<file path="src/rtl/layer2_weight_streamer_pkg.sv">
// Shared widths, boolean constants and sequencer state encodings for the
// layer-2 weight read path.
package layer2_weight_streamer_pkg;

   localparam int LAYER_2_WEIGHTS_BIT_WIDTH = 8;
   localparam int RELU_NODES                = 16;
   localparam int RELU_INDEX_WIDTH          = 4;
   localparam int WEIGHTS_PER_NODE          = 10;

   localparam logic TRUE  = 1'b1;
   localparam logic FALSE = 1'b0;

   typedef enum logic [1:0] {
      ST_IDLE   = 2'd0,
      ST_SELECT = 2'd1,
      ST_STREAM = 2'd2,
      ST_DONE   = 2'd3
   } streamState_t;

endpackage

</file>
<file path="src/rtl/layer2_weight_shifter.sv">
// Holds a captured bank word and presents one weight at a time, stepping
// through the word as transfers are accepted.
module layer2_weight_shifter
   import layer2_weight_streamer_pkg::*;
#(
   parameter int W   = LAYER_2_WEIGHTS_BIT_WIDTH,
   parameter int WPN = WEIGHTS_PER_NODE
) (
   input  logic             clk,
   input  logic             reset,
   input  logic             clear,
   input  logic             load,
   input  logic             advance,
   input  logic [WPN*W-1:0] bankData,
   output logic [W-1:0]     weightOut,
   output logic [3:0]       weightIndex,
   output logic             lastWeight
);

   logic [WPN*W-1:0] shadowReg;
   logic [3:0]       idxReg;
   logic [W-1:0]     lanes [WPN];

   generate
      for (genvar gi = 0; gi < WPN; gi++) begin : gLane
         assign lanes[gi] = shadowReg[gi*W +: W];
      end
   endgenerate

   assign weightOut   = lanes[idxReg];
   assign weightIndex = idxReg;
   assign lastWeight  = (idxReg == 4'(WPN-1));

   // Shadow only changes on load, so the stream ignores later storage traffic.
   always_ff @(posedge clk) begin
      if (reset) begin
         shadowReg <= '0;
         idxReg    <= '0;
      end else if (clear) begin
         idxReg    <= '0;
      end else if (load) begin
         shadowReg <= bankData;
         idxReg    <= '0;
      end else if (advance) begin
         idxReg    <= lastWeight ? 4'd0 : idxReg + 4'd1;
      end
   end

endmodule

</file>
<file path="src/rtl/layer2_weight_streamer.sv">
// Walks every RELU node's weight bank word and streams its weights one per
// valid/ready transfer to the layer-2 MAC.
module layer2_weight_streamer
   import layer2_weight_streamer_pkg::*;
#(
   parameter int W         = LAYER_2_WEIGHTS_BIT_WIDTH,
   parameter int NUM_NODES = RELU_NODES,
   parameter int IDX_W     = RELU_INDEX_WIDTH
) (
   input  logic                               clk,
   input  logic                               reset,
   input  logic                               start,
   input  logic                               abort,
   output logic [IDX_W-1:0]                   nodeSelect,
   input  logic [WEIGHTS_PER_NODE*W-1:0]      bankData,
   output logic                               busy,
   output logic [W-1:0]                       weightOut,
   output logic                               weightValid,
   input  logic                               weightReady,
   output logic [IDX_W-1:0]                   nodeIndex,
   output logic [3:0]                         weightIndex,
   output logic                               lastWeight,
   output logic                               lastNode,
   output logic                               done
);

   localparam logic [IDX_W-1:0] LAST_NODE = IDX_W'(NUM_NODES-1);

   streamState_t     stateReg;
   logic [IDX_W-1:0] nodeReg;
   logic             validReg;
   logic             doneReg;
   logic             transfer;
   logic             abortNow;

   assign abortNow    = abort && (stateReg != ST_IDLE);
   assign transfer    = validReg && weightReady;
   assign nodeSelect  = nodeReg;
   assign nodeIndex   = nodeReg;
   assign lastNode    = (nodeReg == LAST_NODE);
   assign busy        = (stateReg != ST_IDLE);
   assign weightValid = validReg;
   assign done        = doneReg;

   layer2_weight_shifter #(
      .W   (W),
      .WPN (WEIGHTS_PER_NODE)
   ) uShifter (
      .clk         (clk),
      .reset       (reset),
      .clear       (abortNow),
      .load        ((stateReg == ST_SELECT) && !abortNow),
      .advance     (transfer && !abortNow),
      .bankData    (bankData),
      .weightOut   (weightOut),
      .weightIndex (weightIndex),
      .lastWeight  (lastWeight)
   );

   // Abort outranks any transfer landing in the same cycle.
   always_ff @(posedge clk) begin
      if (reset || abortNow) begin
         stateReg <= ST_IDLE;
         nodeReg  <= '0;
         validReg <= FALSE;
         doneReg  <= FALSE;
      end else begin
         case (stateReg)
            ST_IDLE: begin
               doneReg <= FALSE;
               nodeReg <= '0;
               if (start) stateReg <= ST_SELECT;
            end
            ST_SELECT: begin
               stateReg <= ST_STREAM;
               validReg <= TRUE;
            end
            ST_STREAM: begin
               if (transfer && lastWeight) begin
                  validReg <= FALSE;
                  if (lastNode) begin
                     stateReg <= ST_DONE;
                     doneReg  <= TRUE;
                  end else begin
                     stateReg <= ST_SELECT;
                     nodeReg  <= nodeReg + 1'b1;
                  end
               end
            end
            ST_DONE: begin
               stateReg <= ST_IDLE;
               doneReg  <= FALSE;
               nodeReg  <= '0;
            end
            default: stateReg <= ST_IDLE;
         endcase
      end
   end

endmodule
</file>
<file path="config.mk">
export PLATFORM = sky130hd
export DESIGN_NAME = layer2_weight_streamer
export DESIGN_NICKNAME = d
export VERILOG_FILES = /design/src/rtl/layer2_weight_streamer_pkg.sv /design/src/rtl/layer2_weight_shifter.sv /design/src/rtl/layer2_weight_streamer.sv
export SDC_FILE = /design/constraint.sdc
export NUM_CORES = 1
export LEC_CHECK = 0
export ABC_CLOCK_PERIOD_IN_PS = 5500
export CORE_MARGIN = 4
export CORE_UTILIZATION = 65
export CTS_BUF_LIST = sky130_fd_sc_hd__clkbuf_8
export DETAILED_ROUTE_END_ITERATION = 12
export DONT_BUFFER_PORTS = 1
export PLACE_DENSITY_LB_ADDON = 0.08
export RECOVER_POWER = 25
export SLEW_MARGIN = 20
export SYNTH_ARGS = -nofsm -noshare
export SYNTH_HDL_FRONTEND = slang
export SYNTH_SLANG_ARGS = --single-unit
</file>
<file path="constraint.sdc">
create_clock -name clk -period 5.5 [get_ports clk]
set_clock_uncertainty 0.2 [all_clocks]
set_input_delay 1.65 -clock clk [delete_from_list [all_inputs] [get_ports clk]]
set_output_delay 1.65 -clock clk [all_outputs]
set_load 0.01 [all_outputs]
</file>
==> results of run 1 <==
-- per-stage QoR --
| step | hold slack (ns) | util [%] |
|---|---|---|
| 6_report | 0.254 | 70.5 |
| 5_1_grt | 0.272 | 70.5 |
| 4_1_cts | 0.252 | 70.6 |
| 3_5_place_dp | 0.240 | 66.5 |
| 3_3_place_gp | 0.235 | 66.5 |
| 2_1_floorplan | 0.232 | - |
-- kinds of logic (layout without fill, tap and decap cells) --
group                    after synthesis  after routing  share of synthesized area [%]
AO/OA/AOI/OAI                        121            121                           16.4
XOR/XNOR                               2              2                          0.430
multiplexers                          24             24                           11.1
adder cells (fa/ha/maj)                4              4                           1.23
AND/OR/NAND/NOR                      195            195                           19.9
flip-flops                            92             92                           45.2
buffers and inverters                 49             26                           5.74
-- cell usage in the layout (no fill, tap or decap), types with 2 or more instances in the layout --
cell and count:
o2111ai_1 2, nor2_1 5, buf_4 2, a22oi_1 8, mux4_1 3, nand2b_1 2
a21oi_1 86, nand2_1 167, nor3_1 3, clkbuf_8 10, nor2b_1 2, inv_1 8
mux2i_1 8, nand4_1 3, mux4_2 13, o21ai_0 14, xnor2_1 2, ha_1 4
dfxtp_1 91, bufinv_16 3, nand3_1 5, a31oi_1 3
-- metal layers --
layer / track usage, % / up-vias / part of all wire (%)
met2: 42.4 / 142 / 47
met3: 6.81 / 13 / 8.9
met5: 0 / - / 0
met1: 36.2 / 1572 / 43
met4: 8.79 / 0 / 1.6
li1: - / 1610 / -
-- power by group --
group / leakage, µW / switching [µW] / internal, µW
Sequential: 0.000750 / 121 / 822
Combinational: 0.000523 / 386 / 212
Clock: 0.000122 / 233 / 314
Total: 0.00140 / 740 / 1350
-- final timing paths --
path         cells after the start                                  end  slack (ns)
max                              3                         weightOut[1]        1.15
min                              2  uShifter.shadowReg[60]$_SDFFE_PP0P_        0.25
max reg2reg                      7  uShifter.shadowReg[40]$_SDFFE_PP0P_        2.38
min reg2reg                      2  uShifter.shadowReg[60]$_SDFFE_PP0P_        0.25
-- final cells by class --
cell class                 count  area (µm²)
multi-input combinational    346        1990
inverter                       8        30.0
sequential                    92        1840
clock buffer                  10         138
timing repair buffer           2        15.0
clock inverter                 6         111
fill                         490        1770
tap                           75        93.8
-- worst reg2reg max path, cell delays in order, from the launching register on --
cell and delay, ns:
dfxtp_1 0.38, inv_1 0.09, ha_1 0.24, nand2b_1 0.24, nand2_1 1.07, buf_4 0.52
nand2_1 0.13, a21oi_1 0.17
-- state kept, by name (all words and copies together), names as in the netlist --
signal,count
weightValid,1
nodeIndex,4
done,1
uShifter.weightIndex,4
uShifter.shadowReg,80
stateReg,2
==> results.json, run 1 <==
{
  "status": "complete, no violations",
  "ant_nets": 0,
  "die_w_um": 87.2,
  "cp.arrival_ns": 2.50,
  "fin_ws_ns": 1.15,
  "grt_pass1_wl_um": 15600,
  "vias_per_cell": 6.19,
  "place_congestion": 0.833,
  "clk_latency_ns": 0.36,
  "first_pass_iters": 4,
  "place_inst": 523,
  "layoutNonFillerInstCount": 539,
  "yosys.area.top_type": "dfxtp_1",
  "ir_drop_uv": 283,
  "postCtsSetupBuffers": 0,
  "async_reset_ff_share_pct": 0,
  "max_freq_mhz": 230,
  "p_per_area_nw_per_um2": 494,
  "critPathRequiredTime_ns": 3.65,
  "htreeDepth": 3,
  "num_antenna_cells": 0,
  "drtIter0Drc": 169,
  "finalInstanceArea_um2": 4230,
  "cap_violations": 0,
  "crit_start": "uShifter.weightIndex[1]$_SDFFE_PP0P_",
  "power_uw": 2090,
  "synth_warnings": 0,
  "yosysTopAreaCellShare_pct": 45.2,
  "num_rows": 28,
  "placed_cell_area_um2": 3980,
  "critPathBufInv": 0,
  "critPathSlowestCell": "dfxtp_1",
  "crit_family": "flip-flops",
  "reg2reg_from": "stateReg[0]$_SDFFE_PP0P_",
  "setup_viol": 0,
  "cp-end-kind": "primary output",
  "slew_violations": 0,
  "num-nets-final": 548,
  "die-area_um2": 7600,
  "yosysSeqAreaShare_pct": 45.2,
  "drt-total-wl_um": 9740,
  "slew-limit-headroom_pct": 4.85,
  "clock_path_buffers": 2,
  "yosysMostFrequentCell": "nand2_1",
  "fin_crit_ns": 4.35,
  "synthTopCellsByCount": "166 x nand2_1, 92 x dfxtp_1, 86 x a21oi_1, 29 x clkbuf_1, 14 x o21ai_0",
  "min_from": "uShifter.shadowReg[60]$_SDFFE_PP0P_",
  "rsz0062_at_grt": "false",
  "grt_use_total_pct": 26.9,
  "grt_pass1_vias": 3169,
  "antenna_found_initial": 0,
  "slowest_delay_ns": 1.03,
  "post_cts_resized": 0,
  "fin_crit_sh_pct": 79.1,
  "synth.distinct_cells": 40,
  "syn_area_um2": 4070,
  "cts_made_buffers": 9,
  "die_y_um": 87.2,
  "hold_viol_final": 0,
  "path_max_fanout": 25,
  "grt-ovfl-total": 0,
  "hp-class": "register to register",
  "cts_tree": "built",
  "syn_nets": 576,
  "synthCells": 487,
  "area_growth_pct": 3.75,
  "finalSetupTns_ns": 0,
  "worstPathCellList": "mux4_2 -> a22oi_1 -> o21ai_0",
  "portBuffers": 0,
  "synthTopCellsByArea": "dfxtp_1 45%, nand2_1 15%, a21oi_1 11%",
  "avgSynthCellArea_um2": 8.36,
  "holdBufCountCts": 0,
  "vias": 3337,
  "initial_core_util_pct": 68.0,
  "worst_pin_slew_ns": 1.42,
  "clk_pin_slew_worst_paths_ns": 0.09,
  "p_leak_uw": 0.00140,
  "synth-edff-count": 0,
  "clock-sinks": 92,
  "synth-seq-cells": 92,
  "ios": 110,
  "crit_type": "register to primary output",
  "root_buffer": "clkbuf_8",
  "place_hpwl_um": 6810,
  "drive_above_1_share_pct": 7.76,
  "synthFlopType": "dfxtp_1",
  "setup.worst_path.start_class": "register",
  "core_um2": 5990,
  "routedWlPerCell_um": 18.1,
  "dp_slack_ns": 1.56,
  "grt_max_degree": 83,
  "drc": 0
}
Note: power is estimated with default switching activity, not from simulation.
==> run 2, diff against run 1 <==
Settings changed: ABC_CLOCK_PERIOD_IN_PS 5500 to 3800, CORE_UTILIZATION 65 to 59.
Clock period 5.5 ns to 3.8 ns, I/O delays scaled along.
==> run 2 against run 1 <==
  * Total power is 49% higher
  * Largest cell class unchanged
  * Sequential power is 44% higher
  * Worst hold slack hardly changed
  * Cell area is 1.0% higher
  * Global-route usage is 2.4 points lower
  * Clock power is 58% higher
  * Non-clock buffer count is 2 higher
  * Die area is 9.2% higher
  * Clock-buffer cell count is 1 lower
  * Critical path depth stayed put
==> results.json, run 2 (synthesis results as in run 1) <==
{
  "num_antenna_cells": 0,
  "p_leak_uw": 0.00142,
  "portBuffers": 0,
  "vias": 3271,
  "hp-class": "register to register",
  "ant_nets": 0,
  "num-nets-final": 550,
  "max_freq_mhz": 281,
  "largest_reg_flops": 80,
  "rsz0062_at_grt": "false",
  "placed_cell_area_um2": 4020,
  "slew_violations": 0,
  "first_pass_iters": 4,
  "setup.worst_path.start_class": "register",
  "critPathSlowestCell": "dfxtp_1",
  "fin_crit_ns": 3.56,
  "reg2regPathDepth": 7,
  "htreeDepth": 3,
  "grt-ovfl-total": 0,
  "drc": 0,
  "clk_pin_slew_worst_paths_ns": 0.09,
  "slowest_delay_ns": 0.77,
  "regToRegSetupSlack_ns": 1.02,
  "fin_crit_sh_pct": 93.6,
  "final_common_cell": "nand2_1",
  "hold_viol_final": 0,
  "area_growth_pct": 4.82,
  "p_per_area_nw_per_um2": 729,
  "rr_endpoint": "uShifter.shadowReg[48]$_SDFFE_PP0P_",
  "postCtsSetupBuffers": 0,
  "cap_violations": 0,
  "clock_path_buffers": 2,
  "grt_pass1_wl_um": 16000,
  "grt_max_degree": 83,
  "grt_use_total_pct": 24.4,
  "dp_slack_ns": 0.647,
  "die_w_um": 91.1,
  "cp-end-kind": "primary output",
  "root_buffer": "clkbuf_8",
  "drt-total-wl_um": 9920,
  "cp.arrival_ns": 2.22,
  "die_y_um": 91.1,
  "status": "complete, no violations",
  "die-area_um2": 8300,
  "cts_made_buffers": 9,
  "num_rows": 30,
  "worstPathCellList": "mux4_2 -> a22oi_1 -> o21ai_0",
  "grt_pass1_vias": 3223,
  "crit_type": "register to primary output",
  "ir_drop_uv": 400,
  "finalSetupTns_ns": 0,
  "routedWlPerCell_um": 18.2,
  "hold_end": "uShifter.shadowReg[77]$_SDFFE_PP0P_",
  "nFillCells": 613,
  "drtIter0Drc": 217,
  "vias_per_cell": 5.99,
  "layout_common_cells": "166 x nand2_1, 91 x dfxtp_1, 86 x a21oi_1",
  "finalInstanceArea_um2": 4270,
  "clock-sinks": 92,
  "core_um2": 6760,
  "fin_ws_ns": 0.243,
  "crit_start": "uShifter.weightIndex[1]$_SDFFE_PP0P_",
  "setup_viol": 0,
  "drive_above_1_share_pct": 7.94,
  "place_hpwl_um": 7100,
  "ios": 110,
  "clk_latency_ns": 0.35,
  "cts_tree": "built",
  "slew-limit-headroom_pct": 2.65,
  "post_cts_resized": 0,
  "antenna_found_initial": 0,
  "place_congestion": 0.877,
  "initial_core_util_pct": 60.3,
  "worst_pin_slew_ns": 1.46,
  "path_max_fanout": 16,
  "min_from": "uShifter.shadowReg[77]$_SDFFE_PP0P_",
  "critPathRequiredTime_ns": 2.46,
  "reg2reg_from": "stateReg[0]$_SDFFE_PP0P_",
  "holdBufCountCts": 0,
  "hold_depth": 2,
  "largest_register": "uShifter.shadowReg"
}
run 2: power by group:
part	leakage, µW	total, µW	internal [µW]	switching, µW
combinational	0.000533	888	320	568
clock	0.000134	865	509	355
sequential	0.000750	1360	1190	170
total	0.00142	3110	2020	1090
run 2: cell type report:
| type | count | area (µm²) | share of cell area, % |
|---|---|---|---|
| Clock buffer | 9 | 124 | 2.90 |
| Sequential cell | 92 | 1840 | 43.2 |
| Tap cell | 80 | 100 | 2.34 |
| Inverter | 8 | 30.0 | 0.703 |
| Multi-Input combinational cell | 346 | 1990 | 46.6 |
| Timing Repair Buffer | 4 | 36.3 | 0.850 |
| Clock inverter | 7 | 146 | 3.43 |
run 2: per-stage QoR:
step | instances | hold slack (ns) | util, % | power, µW
final | 546 | 0.255 | 63.2 | 3110
after floorplan | 487 | 0.232 | - | 2050
after global routing | 546 | 0.272 | 63.2 | 3310
after detailed placement | 530 | 0.241 | 59.4 | 2270
after CTS | 546 | 0.255 | 63.4 | 3130
after global placement | 530 | 0.235 | 59.4 | 2250
run 2: critical path, delay by kind of cell (launching register included):
family / cells / cell delay (ns)
AOI/OAI and AO/OA: 2 / 0.50
DFF: 1 / 0.77
muxes: 1 / 0.59
run 2: how the worst max path moves through the flow:
stage,end,slack [ns]
after CTS,weightOut[4],0.24
after floorplan,weightOut[0],0.86
after global placement,weightOut[6],0.68
after global routing,weightOut[1],0.11
after detailed placement,weightOut[4],0.65
final,weightOut[1],0.24
run 2: layer usage:
layer | wire length [µm] | GRT usage (%)
met1 | 4160 | 31.8
met3 | 825 | 6.79
met2 | 4690 | 38.3
met5 | 0 | 0
met4 | 242 | 10.2
